--- src/rtl/uart_pkg.sv ---
// Shared types and limits for the UART receive controller.
package uart_pkg;

  typedef enum logic [2:0] {
    IDLE,
    START_CHK,
    DATA,
    PARITY,
    STOP,
    LOAD
  } rx_state_t;

  localparam int DATA_BITS_MIN = 5;
  localparam int DATA_BITS_MAX = 9;
  localparam int STOP_BITS_MIN = 1;
  localparam int STOP_BITS_MAX = 2;

endpackage

--- src/rtl/rx_shift_reg.sv ---
// LSB-first receive shift register: new bits enter at the MSB and move down.
module rx_shift_reg #(
  parameter int DATA_BITS = 8
) (
  input  logic                 clk,
  input  logic                 shift_en,
  input  logic                 din,
  output logic [DATA_BITS-1:0] dout
);

  always_ff @(posedge clk) begin
    if (shift_en) dout <= {din, dout[DATA_BITS-1:1]};
  end

endmodule

--- src/rtl/uart_rx_ctrl.sv ---
// UART receive sequencer: start confirmation, data, optional parity, stop bits,
// output buffer and error flags.
module uart_rx_ctrl
  import uart_pkg::*;
#(
  parameter int DATA_BITS  = 8,
  parameter int PARITY_EN  = 0,
  parameter int PARITY_ODD = 0,
  parameter int STOP_BITS  = 1
) (
  input  logic                 clk,
  input  logic                 rst,
  input  logic                 start_bit_detected,
  input  logic                 bit_strobe,
  input  logic                 rx_bit,
  input  logic                 data_read,
  output logic                 enable_timer,
  output logic                 timer_clear,
  output logic [DATA_BITS-1:0] rx_data,
  output logic                 data_ready,
  output logic                 framing_error,
  output logic                 parity_error,
  output logic                 overrun_error
);

  localparam int CNT_W = $clog2(DATA_BITS + 1);
  localparam logic [CNT_W-1:0] LAST_DATA = CNT_W'(DATA_BITS - 1);
  localparam logic [1:0]       LAST_STOP = 2'(STOP_BITS - 1);
  localparam logic             ODD       = (PARITY_ODD != 0);

  if (DATA_BITS < DATA_BITS_MIN || DATA_BITS > DATA_BITS_MAX) begin : g_bad_data_bits
    $error("uart_rx_ctrl: DATA_BITS must be in 5..9");
  end
  if (STOP_BITS < STOP_BITS_MIN || STOP_BITS > STOP_BITS_MAX) begin : g_bad_stop_bits
    $error("uart_rx_ctrl: STOP_BITS must be in 1..2");
  end

  rx_state_t            state;
  logic [CNT_W-1:0]     bit_cnt;
  logic [1:0]           stop_cnt;
  logic                 parity_acc;
  logic                 par_bad;
  logic                 stop_bad;
  logic                 shift_en;
  logic [DATA_BITS-1:0] shift_data;

  assign shift_en = (state == DATA) && bit_strobe;

  rx_shift_reg #(.DATA_BITS(DATA_BITS)) u_shift (
    .clk      (clk),
    .shift_en (shift_en),
    .din      (rx_bit),
    .dout     (shift_data)
  );

  always_ff @(posedge clk or posedge rst) begin
    if (rst) begin
      state         <= IDLE;
      enable_timer  <= 1'b0;
      timer_clear   <= 1'b0;
      rx_data       <= '0;
      data_ready    <= 1'b0;
      framing_error <= 1'b0;
      parity_error  <= 1'b0;
      overrun_error <= 1'b0;
      bit_cnt       <= '0;
      stop_cnt      <= '0;
      parity_acc    <= 1'b0;
      par_bad       <= 1'b0;
      stop_bad      <= 1'b0;
    end else begin
      timer_clear <= 1'b0;
      if (data_read) begin
        data_ready    <= 1'b0;
        overrun_error <= 1'b0;
      end
      unique case (state)
        IDLE: begin
          if (start_bit_detected) begin
            state        <= START_CHK;
            timer_clear  <= 1'b1;
            enable_timer <= 1'b1;
            stop_bad     <= 1'b0;
            par_bad      <= 1'b0;
            parity_acc   <= 1'b0;
          end
        end
        START_CHK: begin
          if (bit_strobe) begin
            if (!rx_bit) begin
              state   <= DATA;
              bit_cnt <= '0;
            end else begin
              // Line went back high at mid-bit: glitch, not a frame.
              state        <= IDLE;
              enable_timer <= 1'b0;
            end
          end
        end
        DATA: begin
          if (bit_strobe) begin
            parity_acc <= parity_acc ^ rx_bit;
            bit_cnt    <= bit_cnt + 1'b1;
            if (bit_cnt == LAST_DATA) begin
              stop_cnt <= '0;
              state    <= (PARITY_EN != 0) ? PARITY : STOP;
            end
          end
        end
        PARITY: begin
          if (bit_strobe) begin
            par_bad <= parity_acc ^ rx_bit ^ ODD;
            state   <= STOP;
          end
        end
        STOP: begin
          if (bit_strobe) begin
            if (!rx_bit) stop_bad <= 1'b1;
            stop_cnt <= stop_cnt + 1'b1;
            if (stop_cnt == LAST_STOP) begin
              state        <= LOAD;
              enable_timer <= 1'b0;
            end
          end
        end
        LOAD: begin
          framing_error <= stop_bad;
          if (!stop_bad) begin
            rx_data       <= shift_data;
            parity_error  <= par_bad;
            data_ready    <= 1'b1;
            // A read landing in this same cycle consumes the old frame, so no overrun.
            overrun_error <= (overrun_error | data_ready) & ~data_read;
          end
          state <= IDLE;
        end
        default: state <= IDLE;
      endcase
    end
  end

endmodule

--- config.mk ---
export PLATFORM = sky130hd
export DESIGN_NAME = uart_rx_ctrl
export DESIGN_NICKNAME = d
export VERILOG_FILES = /design/src/rtl/uart_pkg.sv /design/src/rtl/rx_shift_reg.sv /design/src/rtl/uart_rx_ctrl.sv
export SDC_FILE = /design/constraint.sdc
export NUM_CORES = 1
export LEC_CHECK = 0
export ABC_AREA = 1
export CORE_MARGIN = 2
export CORE_UTILIZATION = 53
export DETAILED_ROUTE_END_ITERATION = 8
export PLACE_DENSITY = 0.75
export SLEW_MARGIN = 40
export SYNTH_ARGS = -nofsm -noshare
export SYNTH_HDL_FRONTEND = slang
export SYNTH_HIERARCHICAL = 1
export SYNTH_SLANG_ARGS = --single-unit
export TNS_END_PERCENT = 100
--- constraint.sdc ---
create_clock -name clk -period 1.65 [get_ports clk]
set_input_delay 0.165 -clock clk [delete_from_list [all_inputs] [get_ports clk]]
set_output_delay 0.165 -clock clk [all_outputs]
set_load 0.01 [all_outputs]
Yosys cells after proc, flatten, opt, wreduce, memory -nomap -nowiden:

Index checks and enable logic that the tools add are counted.

* add/sub/neg operators: 2
* equality and inequality tests: 16
* mux-type cells: 38
* bitwise operators: 5
* reduce and logical (&&, ||, !) cells: 17

Operator list (count)
* two-way mux 3 bit: 7
* inequality test 2 bit (second input constant): 9
* two-way mux 1 bit: 17
* one-hot mux 3 bit (5 select lines): 1
* two-way mux 4 bit: 3
* AND reduction 4 bit: 3
* nonzero test 2 bit: 5
* two-way mux 2 bit: 4
* one-hot mux 4 bit (2 select lines): 1
* AND reduction 7 bit: 1
* equality test 3 x 2 -> 1 bit (second input constant): 2
* equality test 3 bit (second input constant): 2
* one-hot mux 1 bit (2 select lines): 3
* AND reduction 3 bit: 2
* AND reduction 6 bit: 1
* adder 4 x 1 -> 4 bit (second input constant): 1
* equality test 4 x 3 -> 1 bit (second input constant): 1
* one-hot mux 2 bit (2 select lines): 1
* equality test 3 x 1 -> 1 bit (second input constant): 1
* zero test 3 bit: 1
* one-hot mux 1 bit (3 select lines): 1
* nonzero test 3 bit: 1
* adder 2 x 1 -> 2 bit (second input constant): 1
* zero test 2 bit: 1
* 7 further kinds: 8

* register bits after elaboration: 34
* input port bits: 6
* output and inout port bits: 14
* word-level logic and storage cells: 92

Logic depth before layout (Yosys ltp):

Gate-level depths: netlist (run 1).

* word-level depth: 4
* depth in mapped cells: 9

Modules after synthesis:

Netlist (run 1), hierarchy kept.

By module, submodules not included
* uart_rx_ctrl: instances 1, cells each 159, area each 1280.0 sq um
* rx_shift_reg: instances 1, cells each 8, area each 240.2 sq um

Worst setup path before layout (run 1):

Ideal clock, no wire load.

* path type: register to register
* start point: reg state[2]
* end point: reg stop_cnt[1]
* data arrival time: 1.329 ns
* path slack: 0.195 ns
* cell stages (with the launch flop): 7
* path buffers: 0
* clock period less this slack: 1.455 ns
* path through: dfrtp_1 -> inv_2 -> nand3_1 -> nor2_2 -> nand2_1 -> nand2_1 -> o21ai_0

* longest elaborated chain between the ends: 3
* elaborated cells on any way between the ends: 8

RTL lines
* start: declaration: line uart_rx_ctrl.sv:38 `rx_state_t state;`
* start signal: assignment: line uart_rx_ctrl.sv:106 `state <= (PARITY_EN != 0) ? PARITY : STOP;`
* equality test 3 x 2 -> 1 bit / equality test 3 bit (equally long branches): line uart_rx_ctrl.sv:77 `unique case (state)`
* inequality test 2 x 1 -> 1 bit (no line), or another cell as far along
* AND reduction 4 bit (no line)
* end signal: assignment: line uart_rx_ctrl.sv:119 `stop_cnt <= stop_cnt + 1'b1;`
* end: declaration: line uart_rx_ctrl.sv:40 `logic [1:0] stop_cnt;`

Several ways; a longest one is shown, not always the timed one.
A chain may end at the register's enable or synchronous reset.

Worst setup path in the final report (run 1):

* start point: reg data_ready
* end point: out data_ready

RTL lines
* start: declaration: line uart_rx_ctrl.sv:20 `output logic data_ready,`
* start signal: assignment: line uart_rx_ctrl.sv:62 `data_ready <= 1'b0;`
* start signal: assignment: line uart_rx_ctrl.sv:74 `data_ready <= 1'b0;`
* start signal: assignment: line uart_rx_ctrl.sv:131 `data_ready <= 1'b1;`

No word-level cell between the ends.

==> results of run 1 <==
area by class of cell:
cell class,instances,share of cell area (%)
timing repair buffer,22,11.7
clock buffer,7,3.04
clock inverter,1,0.276
tap,31,2.14
multi-input combinational,111,29.5
sequential,34,49.2
inverter,20,4.14
flip-flops by register name (all words and copies together) (netlist names):
name	count
framing_error	1
par_bad	1
u_shift/dout	8
rx_data	8
data_ready	1
bit_cnt	4
state	3
overrun_error	1
enable_timer	1
stop_bad	1
timer_clear	1
parity_acc	1
stop_cnt	2
parity_error	1
worst max path at each step:
stage | start | to | slack (ns)
final | data_ready | data_ready | 0.25
after global routing | state[1] | stop_cnt[1] | 0.10
after CTS | state[1] | parity_acc | 0.18
after detailed placement | bit_strobe | stop_cnt[1] | 0.09
after global placement | bit_strobe | stop_cnt[0] | 0.14
after floorplan | state[2] | stop_cnt[1] | 0.20
cell usage in the layout (no fill, tap or decap), drive strengths merged, types with 3 or more instances in the layout:
| master | count |
|---|---|
| nand2 | 62 |
| dfrtp | 26 |
| inv | 20 |
| clkdlybuf4s50 | 19 |
| nor2 | 14 |
| nand3 | 13 |
| o21ai | 9 |
| edfxtp | 8 |
| clkbuf | 7 |
| a21oi | 4 |
| nand4 | 3 |
| buf | 3 |
Yosys cell counts (2+ instances only):
| library cell | instances | area [sq um] |
|---|---|---|
| a21oi_1 | 4 | 20.0 |
| edfxtp_1 | 8 | 240 |
| ha_1 | 2 | 25.0 |
| inv_2 | 3 | 11.3 |
| nand2_1 | 60 | 225 |
| inv_1 | 17 | 63.8 |
| buf_6 | 2 | 22.5 |
| nand4_1 | 3 | 18.8 |
| nor2_2 | 2 | 12.5 |
| nand3_1 | 13 | 65.1 |
| nor2_1 | 10 | 37.5 |
| o21ai_0 | 8 | 40.0 |
| dfrtp_1 | 26 | 651 |
metal layers:
metal | global-route usage (%) | vias to the layer above | share of wire [%]
li1 | - | 582 | -
met5 | 0 | - | 0
met1 | 21.5 | 514 | 44
met2 | 27.8 | 23 | 48
met4 | 8.64 | 0 | 2.4
met3 | 6.58 | 8 | 5.4
repair_timing:
action	CTS	global route
hold endpoints to repair	0	0
resized for setup	0	1
setup endpoints to repair	0	1
power by group:
part | internal [mW] | switching, mW
registers | 1.14 | 0.217
clock network | 0.206 | 0.252
logic | 0.545 | 0.645
kinds of logic after synthesis:
group,count (synthesis),share of synthesized area (%)
and+or+nand+nor,92,26.8
DFF,34,58.6
xor gates and xnor gates,1,0.576
adders and majority gates,2,1.65
buffers and inverters,22,6.42
AOI/OAI and AO/OA,16,5.93
==> summary.txt, run 1 <==
Outcome
  • Outcome: complete, no violations

Place
  • Pre-CTS setup slack: between 0.08 and 0.09 ns
  • Placed insts: roughly 220
  • Number of I/O port buffers: 19
  • Post-DP HPWL: 1.83 mm
  • Placed cell areas: approximately 0.0017 sq mm
  • GPL Wtd Cong: approximately 0.87

Clocking
  • Root Driver: clkbuf_4
  • Clock Path Buffers: 2
  • CTS tree: done
  • # hold bufs at CTS: 0
  • Setup Buffers After CTS: 0
  • Latest clock arrival within the worst-skew pair: approximately 0.33 ns
  • Worst-path clk slew: 0.10 ns
  • CTS Buf Count: 5
  • H-tree level count: 2
  • Sink Count: 34

Worst setup path
  • Worst path bufs/invs: 1
  • Crit. End Element: output pin
  • Crit path depth: 1
  • Critical R2R Capture: stop_cnt[1]
  • Family with the most delay on the worst path: buffers and inverters
  • Worst r2r src: state[1]
  • CP required: 1.48 ns
  • Setup CP Type: register to output pin
  • Slowest cell on crit path: clkdlybuf4s50_1
  • CP Cell Sequence: clkdlybuf4s50_1
  • Cells on worst reg2reg path: 6
  • Worst reg2reg setup slack: approximately 0.26 ns
  • Slowest stage delay, CP: 0.54 ns
  • Max FO, Critical Path: 3
  • CP startpoint kind: register
  • Arrival time at the worst endpoint: approximately 1.2 ns

STA
  • Fin. max-slew vios: 0
  • Fin worst setup slack: 0.250 ns
  • Final clock skew: between 0.005 and 0.006 ns
  • RSZ-0062 raised after global routing: false
  • Slew headroom: roughly three quarters
  • Min Tclk post-route: about 1.4 ns
  • Tightest hold margin: around 0.17 ns
  • Max Freq: approximately 710 MHz
  • Period utilization: a little over four fifths
  • Measured slew at the worst slew-check pin: 0.352 ns
  • Sum Neg Setup Slack: 0 ns
  • # setup viols final: 0
  • Final Hold Fails: 0

Detailed routing
  • Via count: roughly 1.1k
  • Drt first pass iters: 4
  • Drc violations: 0
  • DRT Wirelength: between 2 and 3 mm
  • Avg WL per Cell: around 11 um
  • Initial DRC count: 29
  • Via-to-Cell Ratio: between 4 and 5
  • Post-route ant nets: 0

Floorplan
  • Total die area: between 0.003 and 0.004 sq mm
  • Die X: approximately 58 um
  • Core ar.: roughly 0.0027 sq mm
  • Initial Utilization: 55.6%
  • Row count: 19
  • Ports: 20
  • Die Ht: ~58 um

Global routing
  • First-pass GRT wire length: ~4.3 mm
  • Grt ovf: 0
  • Global Route Usage Sum: ~18%
  • Largest net degree at the start of global routing: 27
  • Initial antenna violation count: 0
  • Vias in the first global route: approximately 1.0k

Power and ir drop
  • Static Leak: between 0.8 and 0.9 nW
  • Final total power: approximately 3.0 mW
  • PwrDens: 1660 mW/mm^2
  • Worst vdd rail ir drop: about 1.3 mV

Finish
  • Final Non-Filler Cells: approximately 230
  • Fillers: ~220
  • Share of cells above drive strength 1: 10.8%
  • Sequential cell area: between 800 and 900 sq um
  • Area of the multi-input gates: 534 sq um
  • Fin util: between 60% and 70%
  • Design area: approximately 0.0018 sq mm
  • Area grow syn2layout: 19.2%
  • Fin nets: about 200
  • Ant diodes: 0

Synth
  • Post-synth EDFFs: 8
  • Syn Std Cell Area: 0.00152 sq mm
  • Mapped Nets: between 150 and 200
  • Post-synth top flop: dfrtp_1
  • Syn avg cell area: between 9 and 10 sq um
  • Ys Warns: 6
  • Async set or reset register ratio after synthesis: about three quarters
  • Synth cell types: 22
  • Synthesized flop and latch total: 34
  • Post-synthesis sequential area ratio: 58.6%
  • Mapped Cells: 167

Worst hold path
  • HP Class: input pin to async pin

Run
  • Max Cap Viol: 0
(Power assumes the default switching activity.)
==> inputs of run 2 (changes only) <==
Clock period 1.65 ns to 1.4 ns, I/O delays scaled along.
==> run 2 against run 1 <==
  * Non-clock buffer count grew 10
  * Core utilization rose by 4.0 points
  * Die area unchanged
  * Worst setup slack got worse by 0.17 ns
  * Count of clock-buffer cells in the layout shrank 1
  * Global-route usage is 0.97 points higher
  * Critical path depth did not move
==> summary.txt, run 2 (same netlist as run 1, synthesis figures left out) <==
Outcome
  • Outcome: complete, no violations

Worst setup path
  • Max FO, Critical Path: 1
  • Slowest cell on crit path: clkdlybuf4s50_1
  • CP Cell Sequence: clkdlybuf4s50_1
  • Worst path bufs/invs: 1
  • CP required: between 1 and 1.5 ns
  • CP startpoint kind: register
  • Arrival time at the worst endpoint: 1.18 ns
  • Worst reg2reg setup slack: 0.11 ns
  • Setup CP Type: register to output pin
  • Slowest stage delay, CP: between 0.5 and 0.6 ns
  • Crit. End Element: output pin
  • Family with the most delay on the worst path: buffers and inverters

Detailed routing
  • Drt first pass iters: 4
  • Met2 routed WL: approximately 1.4 mm
  • Met3 wire len: around 150 um
  • Post-route ant nets: 0
  • Via count: 1196
  • DRT Wirelength: around 2.8 mm
  • Top Metal Used: met4
  • Post-Route M1 WL: ~1.2 mm
  • Via-to-Cell Ratio: a little over 5
  • Initial DRC count: just over 40
  • Drc violations: 0
  • Avg WL per Cell: 11.7 um

Finish
  • Share of cells above drive strength 1: around 15%
  • Fin util: between 70% and 80%
  • Most common cell after layout, fill and taps aside: nand2_1
  • Fin nets: 212
  • Most frequent cells in the layout: 59 x nand2_1, 26 x dfrtp_1, 17 x inv_1, 13 x nand3_1, 13 x buf_4
  • Area grow syn2layout: 26.3%
  • Largest regs: rx_data x8, u_shift/dout x8, bit_cnt x4
  • Ant diodes: 0

Clocking
  • Clock Path Buffers: 2
  • Sink Count: 34
  • Worst-path clk slew: roughly 0.1 ns
  • # hold bufs at CTS: 0
  • CTS Buf Count: 5
  • H-tree level count: 2
  • CTS tree: done
  • Latest clock arrival within the worst-skew pair: between 0.3 and 0.4 ns
  • Root Driver: clkbuf_4

Worst hold path
  • HP Class: input pin to async pin

Global routing
  • Grt ovf: 0
  • First-pass GRT wire length: between 4 and 5 mm
  • Global Route Usage Sum: 18.7%
  • Largest net degree at the start of global routing: 27
  • Initial antenna violation count: 0
  • Vias in the first global route: around 1.1k

Floorplan
  • Initial Utilization: ~56%
  • Die Ht: 57.6 um
  • Core ar.: about 0.0027 sq mm
  • Ports: 20
  • Row count: 19
  • Die X: roughly 58 um
  • Total die area: 0.00331 sq mm

Power and ir drop
  • PwrDens: between 1500 and 2000 mW/mm^2
  • Static Leak: 1.11 nW
  • Worst vdd rail ir drop: between 1 and 1.5 mV
  • Final total power: about 3.7 mW

Place
  • GPL Wtd Cong: a little under 0.9
  • Post-DP HPWL: around 2 mm
  • Number of I/O port buffers: 19

STA
  • Period utilization: around 94%
  • Fin. max-slew vios: 0
  • # setup viols final: 0
  • Slew headroom: approximately 78%
  • Final clock skew: ~0.0039 ns
  • Measured slew at the worst slew-check pin: around 0.33 ns
  • Final Hold Fails: 0
  • Min Tclk post-route: 1.32 ns
  • Max Freq: between 700 and 800 MHz
  • RSZ-0062 raised after global routing: false

Run
  • Max Cap Viol: 0
==> run 2: cell types whose count changed in the layout (fill, tap and decap cells not counted), sizes merged <==
| cell | previous run | this run |
|---|---|---|
| dlygate4sd2 | 0 | 1 |
| clkinv | 1 | 2 |
| buf | 3 | 13 |
| clkdlybuf4s50 | 19 | 6 |
| dlymetal6s2s | 0 | 12 |
| clkbuf | 7 | 6 |
==> run 2: report_power, final <==
group / leakage, nW / switching, mW / internal, mW
sequential: 0.411 / 0.205 / 1.34
combinational: 0.674 / 0.880 / 0.740
clock: 0.0297 / 0.309 / 0.189
total: 1.11 / 1.39 / 2.27
==> run 2: path summary, 6_finish.rpt <==
check | from | end | cells after the start
worst max-delay path | timer_clear | timer_clear | 1
worst min-delay path | rst | data_ready | 3
worst max register to register | state[0] | parity_acc | 6
worst min register to register | u_shift/dout[7] | u_shift/dout[6] | 0
max in group asynchronous | rst | bit_cnt[1] | 3
min in group clk | data_read | overrun_error | 2
==> run 2: worst register-to-register path, cell delays in order, from the launching register on <==
cell	delay [ns]
dfrtp_1	0.43
nor2_1	0.10
buf_4	0.15
nand3_1	0.17
nand2_1	0.14
o21ai_0	0.09
o21a_1	0.11
==> run 2: metal layers <==
metal | GRT usage (%) | vias up
li1 | - | 604
met1 | 21.4 | 561
met2 | 31.8 | 27
met3 | 6.12 | 4
met4 | 7.97 | 0
met5 | 0 | -
==> run 2: per-stage QoR <==
stage | TNS, ns | cells | area [sq um] | hold WS [ns] | setup slack (ns)
global route | 0 | 236 | 1920 | 0.188 | 0.00490
finish | 0 | 236 | 1920 | 0.165 | 0.0828
global placement | 0 | 227 | 1820 | 0.432 | 0.0308
CTS | 0 | 235 | 1870 | 0.154 | 0.00729
detailed placement | -0.205 | 227 | 1820 | 0.436 | -0.0723
floorplan | 0 | 167 | 1530 | 0.180 | 0.0647
==> run 2: what timing repair did <==
action	in CTS	in global routing
setup buffers	0	1
setup endpoints to repair	1	17
gates resized for setup	1	16
==> run 2: layout make-up <==
cell class	instances	area (sq um)
timing repair buffer	32	317
tap	31	38.8
clock inverter	2	8.76
fill	229	813
clock buffer	6	41.3
sequential	34	891
multi-input combinational	111	547
inverter	20	77.6
